$ cat src/rtl/accu_feeder.sv
// Word-to-beat serialiser feeding the beat accumulator: 2-entry word FIFO, LSB-first
// beat shifter with configurable inter-word gap, and a running expected-sum output.
module accu_feeder #(
    parameter int BEATS      = 4,
    parameter int DW         = 8,
    parameter int SW         = 10,
    parameter int GAP_CYCLES = 1
) (
    input  logic                  clk,
    input  logic                  rst,
    input  logic [BEATS*DW-1:0]   word_in,
    input  logic                  word_valid,
    output logic                  word_ready,
    output logic [DW-1:0]         data_out,
    output logic                  valid_out,
    output logic [SW-1:0]         sum_exp,
    output logic                  sum_valid,
    output logic                  busy
);

    localparam int WW = BEATS * DW;
    localparam int CW = $clog2(BEATS);

    localparam logic [1:0] S_IDLE = 2'd0;
    localparam logic [1:0] S_SEND = 2'd1;
    localparam logic [1:0] S_GAP  = 2'd2;

    localparam logic [CW-1:0] CNT_LAST = CW'(BEATS - 1);
    localparam logic [3:0]    GAP_LAST = (GAP_CYCLES > 0) ? 4'(GAP_CYCLES - 1) : 4'd0;

    logic [WW-1:0]   fifo_mem [2];
    logic            wr_ptr_reg;
    logic            rd_ptr_reg;
    logic [1:0]      count_reg;

    logic [1:0]      state_reg;
    logic [1:0]      state_next;
    logic [WW-1:0]   word_reg;
    logic [CW-1:0]   cnt_reg;
    logic [3:0]      gap_cnt_reg;
    logic [SW-1:0]   sum_reg;

    logic [DW-1:0]   data_out_reg;
    logic            valid_out_reg;
    logic [SW-1:0]   sum_exp_reg;
    logic            sum_valid_reg;

    logic            fifo_full;
    logic            fifo_empty;
    logic            push;
    logic            pop;
    logic            last_beat;

    logic [DW-1:0]   beats [BEATS];
    logic [DW-1:0]   cur_beat;
    logic [SW-1:0]   beat_ext;
    logic [SW-1:0]   sum_plus;

    genvar gi;
    generate
        for (gi = 0; gi < BEATS; gi++) begin : g_beat
            assign beats[gi] = word_reg[gi*DW +: DW];
        end
    endgenerate

    assign cur_beat   = beats[cnt_reg];
    assign beat_ext   = {{(SW-DW){1'b0}}, cur_beat};
    assign sum_plus   = sum_reg + beat_ext;
    assign last_beat  = (cnt_reg == CNT_LAST);

    assign fifo_full  = (count_reg == 2'd2);
    assign fifo_empty = (count_reg == 2'd0);
    assign word_ready = !fifo_full;
    assign push       = word_valid && !fifo_full;

    assign data_out   = data_out_reg;
    assign valid_out  = valid_out_reg;
    assign sum_exp    = sum_exp_reg;
    assign sum_valid  = sum_valid_reg;
    assign busy       = !fifo_empty || (state_reg != S_IDLE);

    // Next-state and pop decision; a pop always lands the FIFO head in the shifter.
    always_comb begin
        state_next = state_reg;
        pop        = 1'b0;
        case (state_reg)
            S_IDLE: begin
                if (!fifo_empty) begin
                    pop        = 1'b1;
                    state_next = S_SEND;
                end
            end
            S_SEND: begin
                if (last_beat) begin
                    if (GAP_CYCLES > 0) begin
                        state_next = S_GAP;
                    end else if (!fifo_empty) begin
                        pop        = 1'b1;
                    end else begin
                        state_next = S_IDLE;
                    end
                end
            end
            S_GAP: begin
                if (gap_cnt_reg == GAP_LAST) begin
                    if (!fifo_empty) begin
                        pop        = 1'b1;
                        state_next = S_SEND;
                    end else begin
                        state_next = S_IDLE;
                    end
                end
            end
            default: state_next = S_IDLE;
        endcase
    end

    // Storage array carries no reset so it maps onto plain RAM/LUTRAM.
    always_ff @(posedge clk) begin
        if (push) begin
            fifo_mem[wr_ptr_reg] <= word_in;
        end
    end

    always_ff @(posedge clk or posedge rst) begin
        if (rst) begin
            wr_ptr_reg    <= 1'b0;
            rd_ptr_reg    <= 1'b0;
            count_reg     <= 2'd0;
            state_reg     <= S_IDLE;
            word_reg      <= '0;
            cnt_reg       <= '0;
            gap_cnt_reg   <= 4'd0;
            sum_reg       <= '0;
            data_out_reg  <= '0;
            valid_out_reg <= 1'b0;
            sum_exp_reg   <= '0;
            sum_valid_reg <= 1'b0;
        end else begin
            state_reg     <= state_next;
            count_reg     <= count_reg + 2'(push) - 2'(pop);
            valid_out_reg <= (state_reg == S_SEND);
            sum_valid_reg <= 1'b0;

            if (push) begin
                wr_ptr_reg <= !wr_ptr_reg;
            end

            if (state_reg == S_SEND) begin
                data_out_reg <= cur_beat;
                sum_reg      <= sum_plus;
                cnt_reg      <= last_beat ? '0 : cnt_reg + 1'b1;
                if (last_beat) begin
                    sum_exp_reg   <= sum_plus;
                    sum_valid_reg <= 1'b1;
                end
            end

            if (state_reg == S_GAP) begin
                gap_cnt_reg <= (gap_cnt_reg == GAP_LAST) ? 4'd0 : gap_cnt_reg + 4'd1;
            end

            // A pop overrides the SEND bookkeeping so back-to-back words start clean.
            if (pop) begin
                word_reg   <= fifo_mem[rd_ptr_reg];
                rd_ptr_reg <= !rd_ptr_reg;
                sum_reg    <= '0;
                cnt_reg    <= '0;
            end
        end
    end

endmodule
$ cat config.mk
export PLATFORM = sky130hd
export DESIGN_NAME = accu_feeder
export DESIGN_NICKNAME = d
export VERILOG_FILES = /design/src/rtl/accu_feeder.sv
export SDC_FILE = /design/constraint.sdc
export NUM_CORES = 1
export LEC_CHECK = 0
export ABC_AREA = 1
export ABC_CLOCK_PERIOD_IN_PS = 4300
export CAP_MARGIN = 25
export CORE_MARGIN = 2
export CORE_UTILIZATION = 53
export CTS_BUF_LIST = sky130_fd_sc_hd__clkbuf_8
export CTS_CLUSTER_DIAMETER = 50
export DETAILED_ROUTE_END_ITERATION = 8
export HOLD_SLACK_MARGIN = 0.1
export PLACE_DENSITY = 0.75
export SLEW_MARGIN = 5
export SYNTH_ARGS = -nofsm -noshare
export SYNTH_HDL_FRONTEND = slang
export SYNTH_SLANG_ARGS = --single-unit
export TNS_END_PERCENT = 5
$ cat constraint.sdc
create_clock -name clk -period 4.3 [get_ports clk]
set_input_delay 0.86 -clock clk [delete_from_list [all_inputs] [get_ports clk]]
set_output_delay 0.86 -clock clk [all_outputs]
set_load 0.03 [all_outputs]
### Word-level counts from Yosys, hierarchy flattened

Memories as Yosys holds them, arrays and structs flattened. A register that Yosys moved wholly into a read port is not among the register bits.
Cells that the tools add are included.

| storage, ports and cells | value |
|---|---|
| latch bits | 0 |
| memories kept | 1 |
| memory bits (read-only) | 0 |
| input port bits | 35 |
| logic and storage cells | 60 |
| register bits | 42 |
| memory bits (writable) | 64 |

| cells by class | value |
|---|---|
| $lt $le $gt $ge | 1 |
| multiply operators | 0 |
| equality and inequality tests | 7 |
| mux-type cells | 21 |
| div/mod/pow operators | 0 |
| add/sub/neg operators | 5 |
| shifts and indexed selects | 0 |
| bitwise gates (word level) | 1 |
| reductions and logical operators | 13 |

Memory list:

| name | depth | bits a word | rd ports | clocked after Yosys merged registers in | write ports | line | RTL |
|---|---|---|---|---|---|---|---|
| fifo_mem | 2 | 32 | 1 | 1 | 1 | 31 | `logic [WW-1:0] fifo_mem [2];` |

Operators by type and width:

| kind | number |
|---|---|
| $mux W10 | 2 |
| $bmux W8 S2 | 1 |
| $mux W8 | 2 |
| $mux W2 | 6 |
| $add A10 B8 Y10 | 1 |
| $mux W1 | 7 |
| $eq A2 B2 Y1 const B | 3 |
| $ne A2 B2 Y1 const B | 3 |
| $pmux W2 S3 | 1 |
| $add A4 B1 Y4 const B | 1 |
| $logic_not A1 Y1 | 4 |
| $logic_not A2 Y1 | 2 |
| $logic_not A4 Y1 | 1 |
| $mux W4 | 1 |
| $reduce_bool A2 Y1 | 2 |
| $ge A3 B3 Y1 const B | 1 |
| $not A2 Y3 | 1 |
| $reduce_and A3 Y1 | 1 |
| $add A2 B1 Y2 | 1 |
| $add A2 B1 Y2 const B | 1 |
| $eq A2 B1 Y1 const B | 1 |
| $pmux W1 S2 | 1 |
| $reduce_and A2 Y1 | 1 |
| $sub A2 B1 Y2 | 1 |
| 2 further kinds | 2 |

### Logic depth before layout (Yosys ltp)

| logic depth | value |
|---|---|
| depth in word-level cells | 7 |
| depth in mapped cells | 17 |
| mapped depth without buffers | 15 |

### Least setup slack after synthesis

No wires, ideal clock.

| timing path | value |
|---|---|
| kind | in2reg |
| start | input word_valid |
| end | memory fifo_mem[1][0] (netlist name), enable pin |
| path slack | 1,533 ps |
| buffers on the path | 0 |
| cell stages on the path | 2 |
| setup time | 423 ps |
| arrival | 2,344 ps |
| cell sequence | nand2_1 > nor2_1 |

| between the ends | value |
|---|---|
| longest elaborated chain between the ends | 3 |

RTL lines:

| element | line | RTL |
|---|---|---|
| start: declaration | 12 | `input logic word_valid,` |
| $logic_and A1 B1 Y1 | 74 | `assign push = word_valid && !fifo_full;` |
| $mux W1 | 120 | `if (push) begin` |
| $mux W1 (implied by the code) | 121 | `fifo_mem[wr_ptr_reg] <= word_in;` |
| end: declaration | 31 |  |

Every way passes these cells.

### Worst setup path in the final report

| timing path | value |
|---|---|
| start | register cnt_reg[0] |
| end | register sum_reg[6] |

| between the ends | value |
|---|---|
| longest elaborated chain between the ends | 7 |

RTL lines:

| element | line | RTL |
|---|---|---|
| start: declaration | 39 | `logic [CW-1:0] cnt_reg;` |
| start signal: assignment | 152 | `cnt_reg <= last_beat ? '0 : cnt_reg + 1'b1;` |
| $not A2 Y3 (implied by the code) | 66 | `assign cur_beat = beats[cnt_reg];` |
| $bmux W8 S2 | 66 |  |
| $mux W8 (implied by the code) (2 in a row) | 66 |  |
| named net cur_beat[0] | 55 | `logic [DW-1:0] cur_beat;` |
| $add A10 B8 Y10 | 68 | `assign sum_plus = sum_reg + beat_ext;` |
| $mux W10 | 149 | `if (state_reg == S_SEND) begin` |
| $mux W10 | 164 | `if (pop) begin` |
| end signal: assignment | 151 | `sum_reg <= sum_plus;` |
| end: declaration | 41 | `logic [SW-1:0] sum_reg;` |

The timed path passes the listed nets, and every way through them passes these cells. The select of a mux whose other input is x is not followed.
A chain may end at the register's enable or synchronous reset.

==> results_dict.tcl <==
set metrics [dict create \
    max_slew_margin_pct 44.9 \
    drt_iter0_markers 279 \
    numClockSinks 138 \
    grt_max_degree 67 \
    vias 3977 \
    dr.max_layer_used "met4" \
    clock_latency_ns 0.44 \
    yosysTopAreaCell "edfxtp_1" \
    synth-seq-cells 138 \
    postCtsHoldBufs 0 \
    total_leakage_power_uw 0.00286 \
    wl_met2_mm 5.33 \
    drc 0 \
    core_area_um2 10400 \
    drt_first_pass_iters 4 \
    wl_per_cell_um 14.5 \
    timing.fmax_mhz 344 \
    cts_buffers 17 \
    finalCritPeriodShare_pct 67.7 \
    synth.distinct_cells 28 \
    design.die.area_um2 11600 \
    slew_viol_final 0 \
    cts-root-buf "clkbuf_8" \
    routed_wl_mm 10.9 \
    antenna_found_initial 0 \
    path_class "register to register" \
    num-fill-cells 794 \
    io_pins 57 \
    fin_crit_ns 2.91 \
    clk_pin_slew_ns 0.08 \
    skew_ns 0.0112 \
    start_util_pct 54.9 \
    fin_tns_setup_ns 0 \
    synth_area_leaders "edfxtp_1 (34%), dfrtp_1 (33%), nand2_1 (11%), nor2_1 (4.0%), a31oi_1 (3.5%)" \
    vias_per_cell 5.31 \
    grt_pass1_vias 3886 \
    wl_met3_um 591 \
    grt_first_pass_wirelength_mm 18.5 \
    final_nets 649 \
    max_cap_viol_count 0 \
    rows 37 \
    ys_seq_area_share_pct 66.3 \
    die_y_um 108 \
    wl_met1_mm 4.68 \
    place_congestion 0.904 \
    postCtsResizedCells 0 \
    setup_viol 0 \
    largest_reg_flops 64 \
    power_density_nw_per_um2 842 \
    cts_tree "done" \
    hold_violations 0 \
    avgSynthCellArea_um2 10.6 \
    hold_class "register to register" \
    worstSetupStartpointType "register" \
    antenna_cells 0 \
    arrival_ns 3.24 \
    endpoint_kind "register" \
    dp_hpwl_mm 7.50 \
    place.port_buffers 56 \
    ys_warn_count 0 \
    power_uw 5730 \
    tightest_slew_ns 0.823 \
    clockBufferDepth 2 \
    htree_num_levels 4 \
    syn_inst 538 \
    synth_top_cell_area_share_pct 33.8 \
    area_delta_synth_final_pct 19.5 \
    status "finished, final reports clean" \
    ant_nets 0 \
    drive_gt1_share_pct 8.32 \
    synth_area_um2 5690 \
    worst-path-max-fanout 20 \
    postCtsSetupRepairBufs 0 \
    vdd_drop_max_uv 414 \
    cp.required_ns 4.63 \
    grt_util_all_layers_pct 21.0 \
    synth_nets 587 \
    overflow 0 \
    die_x_um 108 \
    rsz0062_at_grt "no" \
]
## per-layer routing
metal	global-route usage (%)	vias to the layer above
met2	33.5	111
met5	0	-
met3	6.60	23
met4	8.79	0
met1	26.7	1901
li1	-	1942
## where the power goes
group	internal, uW	switching (uW)	total [uW]	leakage [uW]
sequential	1890	279	2170	0.00147
combinational	914	1600	2510	0.00119
clock	519	519	1040	0.000199
total	3330	2400	5730	0.00286
## metrics by stage
stage	hold WS [ns]	worst slack (ns)	cell area (um2)	utilization [%]	std cells
floorplan	0.456	1.53	5690	-	538
global placement	0.464	1.55	6350	61.2	715
CTS	0.485	1.40	6800	65.6	749
global route	0.500	0.992	6800	65.6	749
finish	0.481	1.39	6800	65.6	749
detailed placement	0.465	1.42	6400	61.7	717
## cells in the final DEF (no fill, tap or decap), drive strengths merged, types with 2 or more instances in the layout
cell type | Yosys | layout
xnor2 | 4 | 4
clkinvlp | 0 | 2
ha | 13 | 13
dfrtp | 74 | 74
clkbuf | 7 | 20
buf | 14 | 8
nor2 | 62 | 62
inv | 28 | 34
nand3 | 20 | 20
xor2 | 3 | 3
clkinv | 0 | 3
edfxtp | 64 | 64
o22ai | 8 | 8
o21ai | 29 | 29
a21oi | 6 | 6
nand3b | 3 | 3
nand2 | 165 | 165
a31oi | 32 | 32
clkdlybuf4s50 | 0 | 56
## worst max-delay path, cell delays in order (launching register included)
cell and delay (ns):
dfrtp_1 0.58, inv_1 0.40, o21ai_0 0.14, o22ai_1 0.20, ha_1 0.24, inv_1 0.07
fa_1 0.40, o21ai_0 0.38, nand2_1 0.14, nand2_1 0.08, nand2_1 0.06, nand3_1 0.07
nand2_1 0.06
## cells in the mapped netlist
master    number
inv_2          2
nand2_2        4
fa_1           1
nand4_1        1
a31oi_1       32
dfrtp_1       74
nor2_1        61
clkbuf_1       7
o21a_1         1
xnor2_1        4
or2_2          1
edfxtp_1      64
nand3b_1       3
o21ai_0       27
nor3_1         1
ha_1          13
buf_4          2
a21oi_1        6
o22ai_1        8
a21boi_0       1
nand3_1       20
nand2_1      161
xor2_1         3
inv_1         26
buf_6          3
nor2_2         1
buf_2          9
o21ai_1        2
## final timing paths
path | end | slack [ns] | from | cells after the start
max in group asynchronous | data_out[5]$_DFFE_PP0P_ | 2.76 | rst | 4
hold / removal | data_out[2]$_DFFE_PP0P_ | 0.48 | data_out[2]$_DFFE_PP0P_ | 2
min in group asynchronous | word_reg[27]$_DFFE_PP0N_ | 0.71 | rst | 2
setup reg to reg | sum_reg[6]$_DFFE_PP0P_ | 1.39 | cnt_reg[0]$_DFFE_PP0P_ | 12
setup / recovery | sum_reg[6]$_DFFE_PP0P_ | 1.39 | cnt_reg[0]$_DFFE_PP0P_ | 12
hold reg to reg | data_out[2]$_DFFE_PP0P_ | 0.48 | data_out[2]$_DFFE_PP0P_ | 2
## cells by family (layout without fill, tap and decap cells)
kind of cell	count (synthesis)	count (layout)	synth area share (%)
and+or+nand+nor	253	253	17.7
xor gates and xnor gates	7	7	1.08
buffers and inverters	49	124	3.96
adders and majority gates	14	14	3.21
AOI/OAI and AO/OA	77	77	7.74
DFF	138	138	66.3
## final cells by class
class	count	area (um2)	share of cell area [%]
Clock inverter	12	126	1.86
Inverter	28	105	1.55
Tap cell	136	170	2.50
Multi-Input combinational cell	351	1690	24.9
Clock buffer	20	275	4.05
Timing Repair Buffer	64	653	9.61
Sequential cell	138	3770	55.5
(Power assumes the default switching activity.)
==> RTL change (same flow settings) <==
Set the parameter `SW` to 12 (it was 10).
--- a/src/rtl/accu_feeder.sv
+++ b/src/rtl/accu_feeder.sv
@@ -3,7 +3,7 @@
 module accu_feeder #(
     parameter int BEATS      = 4,
     parameter int DW         = 8,
-    parameter int SW         = 10,
+    parameter int SW         = 12,
     parameter int GAP_CYCLES = 1
 ) (
     input  logic                  clk,
Interface: changed (resized sum_exp); port bits go from 57 to 59. No check against the original RTL was run, so the function may have changed too.
==> RTL change against the unedited design <==
- routed wire length up 7.0%
- worst setup slack worse by 0.079 ns
- sequential cell count up 4
- cell area up 5.2%
- fmax down 2.7%
- die area up 4.8%
- largest power group unchanged
- area after synthesis up 4.9%
- non-clock buffer count unchanged
- utilization down 0.19 points
- combinational power up 6%
- total power up 7.4%
- global-route usage up 0.47 points
==> RTL change: results (changes against the unedited design) <==
stage	metric	value	unit	change
synthesis	yosysSeqAreaShare	64.9	%	was 66.3%
timing	worst_pin_slew	0.663	ns	was 0.823 ns
critical_path	r2r_setup_slack	1.31	ns	was 1.39 ns
global_routing	first_global_vias	4186		was 3886
power	leakagePower	3.08	nW	was 2.86 nW
placement	numPortBuffers	58		was 56
layout	largest_register_ffs	64		unchanged
layout	layout-drive-gt1-share	7.36	%	was 8.32%
synthesis	synth.distinct_cells	33		was 28
drt	dr.first_iter.drc_count	227		was 279
synthesis	synth_mux_area_share	0	%	unchanged
critical_path	max_stage_delay	0.70	ns	was 0.58 ns
drt	viasPerCell	5.27		was 5.31
layout	antenna-diode-count	0		unchanged
floorplan	core	10900	um^2	was 10400 um^2
synthesis	synth.area.top_cells	dfrtp_1, edfxtp_1, nand2_1		was edfxtp_1, dfrtp_1, nand2_1
synthesis	synth-xor-area-share	1.47	%	was 1.08%
drt	dr.pass1.iters	5		was 4
timing	fin_worst_skew	0.0125	ns	was 0.0112 ns
placement	finalWeightedCongestion	0.907		was 0.904
synthesis	synthAdderAreaFrac	3.06	%	was 3.21%
run_status	outcome	finished, final reports clean		unchanged
synthesis	synth_compound_area_share	7.57	%	was 7.74%
synthesis	synth_commonest_cells	nand2_1, dfrtp_1, nor2_1		was nand2_1, dfrtp_1, edfxtp_1
global_routing	grt_pass1_wl	19700	um	was 18500 um
synthesis	synth_fp_nets	627		was 587
layout	fin_nets	688		was 649
drt	drt-total-wl	11600	um	was 10900 um
power	peakVddDrop	502	uV	was 414 uV
critical_path	cp_top_family	simple AND/OR/NAND/NOR gates		was compound AO/OA/AOI/OAI gates
placement	dp_hpwl	7780	um	was 7500 um
[RTL change: changes by cell type after synthesis, moves of 3 or more]
| cell | change |
|---|---|
| a21oi_1 | -3 |
| dfrtp_1 | +4 |
| nand2_1 | +20 |
| buf_2 | -4 |
| inv_1 | +5 |
| nand4_1 | +3 |
| xor2_1 | +3 |
| nor2_1 | +5 |
| buf_4 | +3 |
[RTL change: worst register-to-register path: stages (launching register included)]
cell and delay, ns:
dfrtp_1 0.70, inv_1 0.35, o21ai_0 0.26, o22ai_1 0.12
ha_1 0.24, fa_1 0.43, nand3_1 0.09, nand3_1 0.13
nand2_1 0.09, nand2_1 0.06, or2_2 0.29, nand3_1 0.07
nand2_1 0.07
[RTL change: per-layer routing]
metal	global-route usage [%]	share of wire [%]	vias to the layer above
met2	36.7	50	97
met1	26.6	43	2001
met4	8.04	1.9	0
met3	5.29	4.7	21
met5	0	0	-
li1	-	-	2058
[RTL change: report_power, final]
| part | internal (mW) | switching (mW) | total, mW |
|---|---|---|---|
| Clock | 0.702 | 0.530 | 1.23 |
| Sequential | 1.95 | 0.310 | 2.25 |
| Combinational | 0.970 | 1.69 | 2.66 |
| Total | 3.62 | 2.53 | 6.15 |
[RTL change: worst paths after layout]
check	from	end	depth (start not counted)
max in group asynchronous	rst	sum_exp[9]$_DFFE_PP0P_	3
setup reg to reg	cnt_reg[0]$_DFFE_PP0P_	sum_exp[6]$_DFFE_PP0P_	12
min in group asynchronous	rst	state_reg[0]$_DFFE_PP0P_	2
hold / removal	data_out[2]$_DFFE_PP0P_	data_out[2]$_DFFE_PP0P_	2
hold reg to reg	data_out[2]$_DFFE_PP0P_	data_out[2]$_DFFE_PP0P_	2
setup / recovery	cnt_reg[0]$_DFFE_PP0P_	sum_exp[6]$_DFFE_PP0P_	12
[RTL change: per-stage QoR]
stage | worst slack [ns] | std cells | power, mW | hold WS [ns] | cell area, um^2
2_1_floorplan | 1.44 | 578 | 4.19 | 0.455 | 5970
3_3_place_gp | 1.53 | 758 | 4.81 | 0.465 | 6630
3_5_place_dp | 1.34 | 758 | 4.89 | 0.466 | 6630
4_1_cts | 1.33 | 790 | 6.13 | 0.486 | 7090
5_1_grt | 1.01 | 792 | 6.65 | 0.512 | 7150
6_report | 1.31 | 792 | 6.15 | 0.485 | 7150
[RTL change: area by class of cell]
type	instances	area (um^2)
inverter	34	133
clock inverter	15	233
timing repair buffer	64	666
fill	906	3790
clock buffer	17	234
tap	140	175
multi-input combinational	380	1830
sequential	142	3870
[RTL change: cells by family (layout without fill, tap and decap cells)]
kind of cell / Yosys count / after routing
compound gates: 78 / 78
flops: 142 / 142
buf+inv: 56 / 130
xor+xnor: 10 / 10
simple gates: 278 / 278
fa+ha+maj: 14 / 14
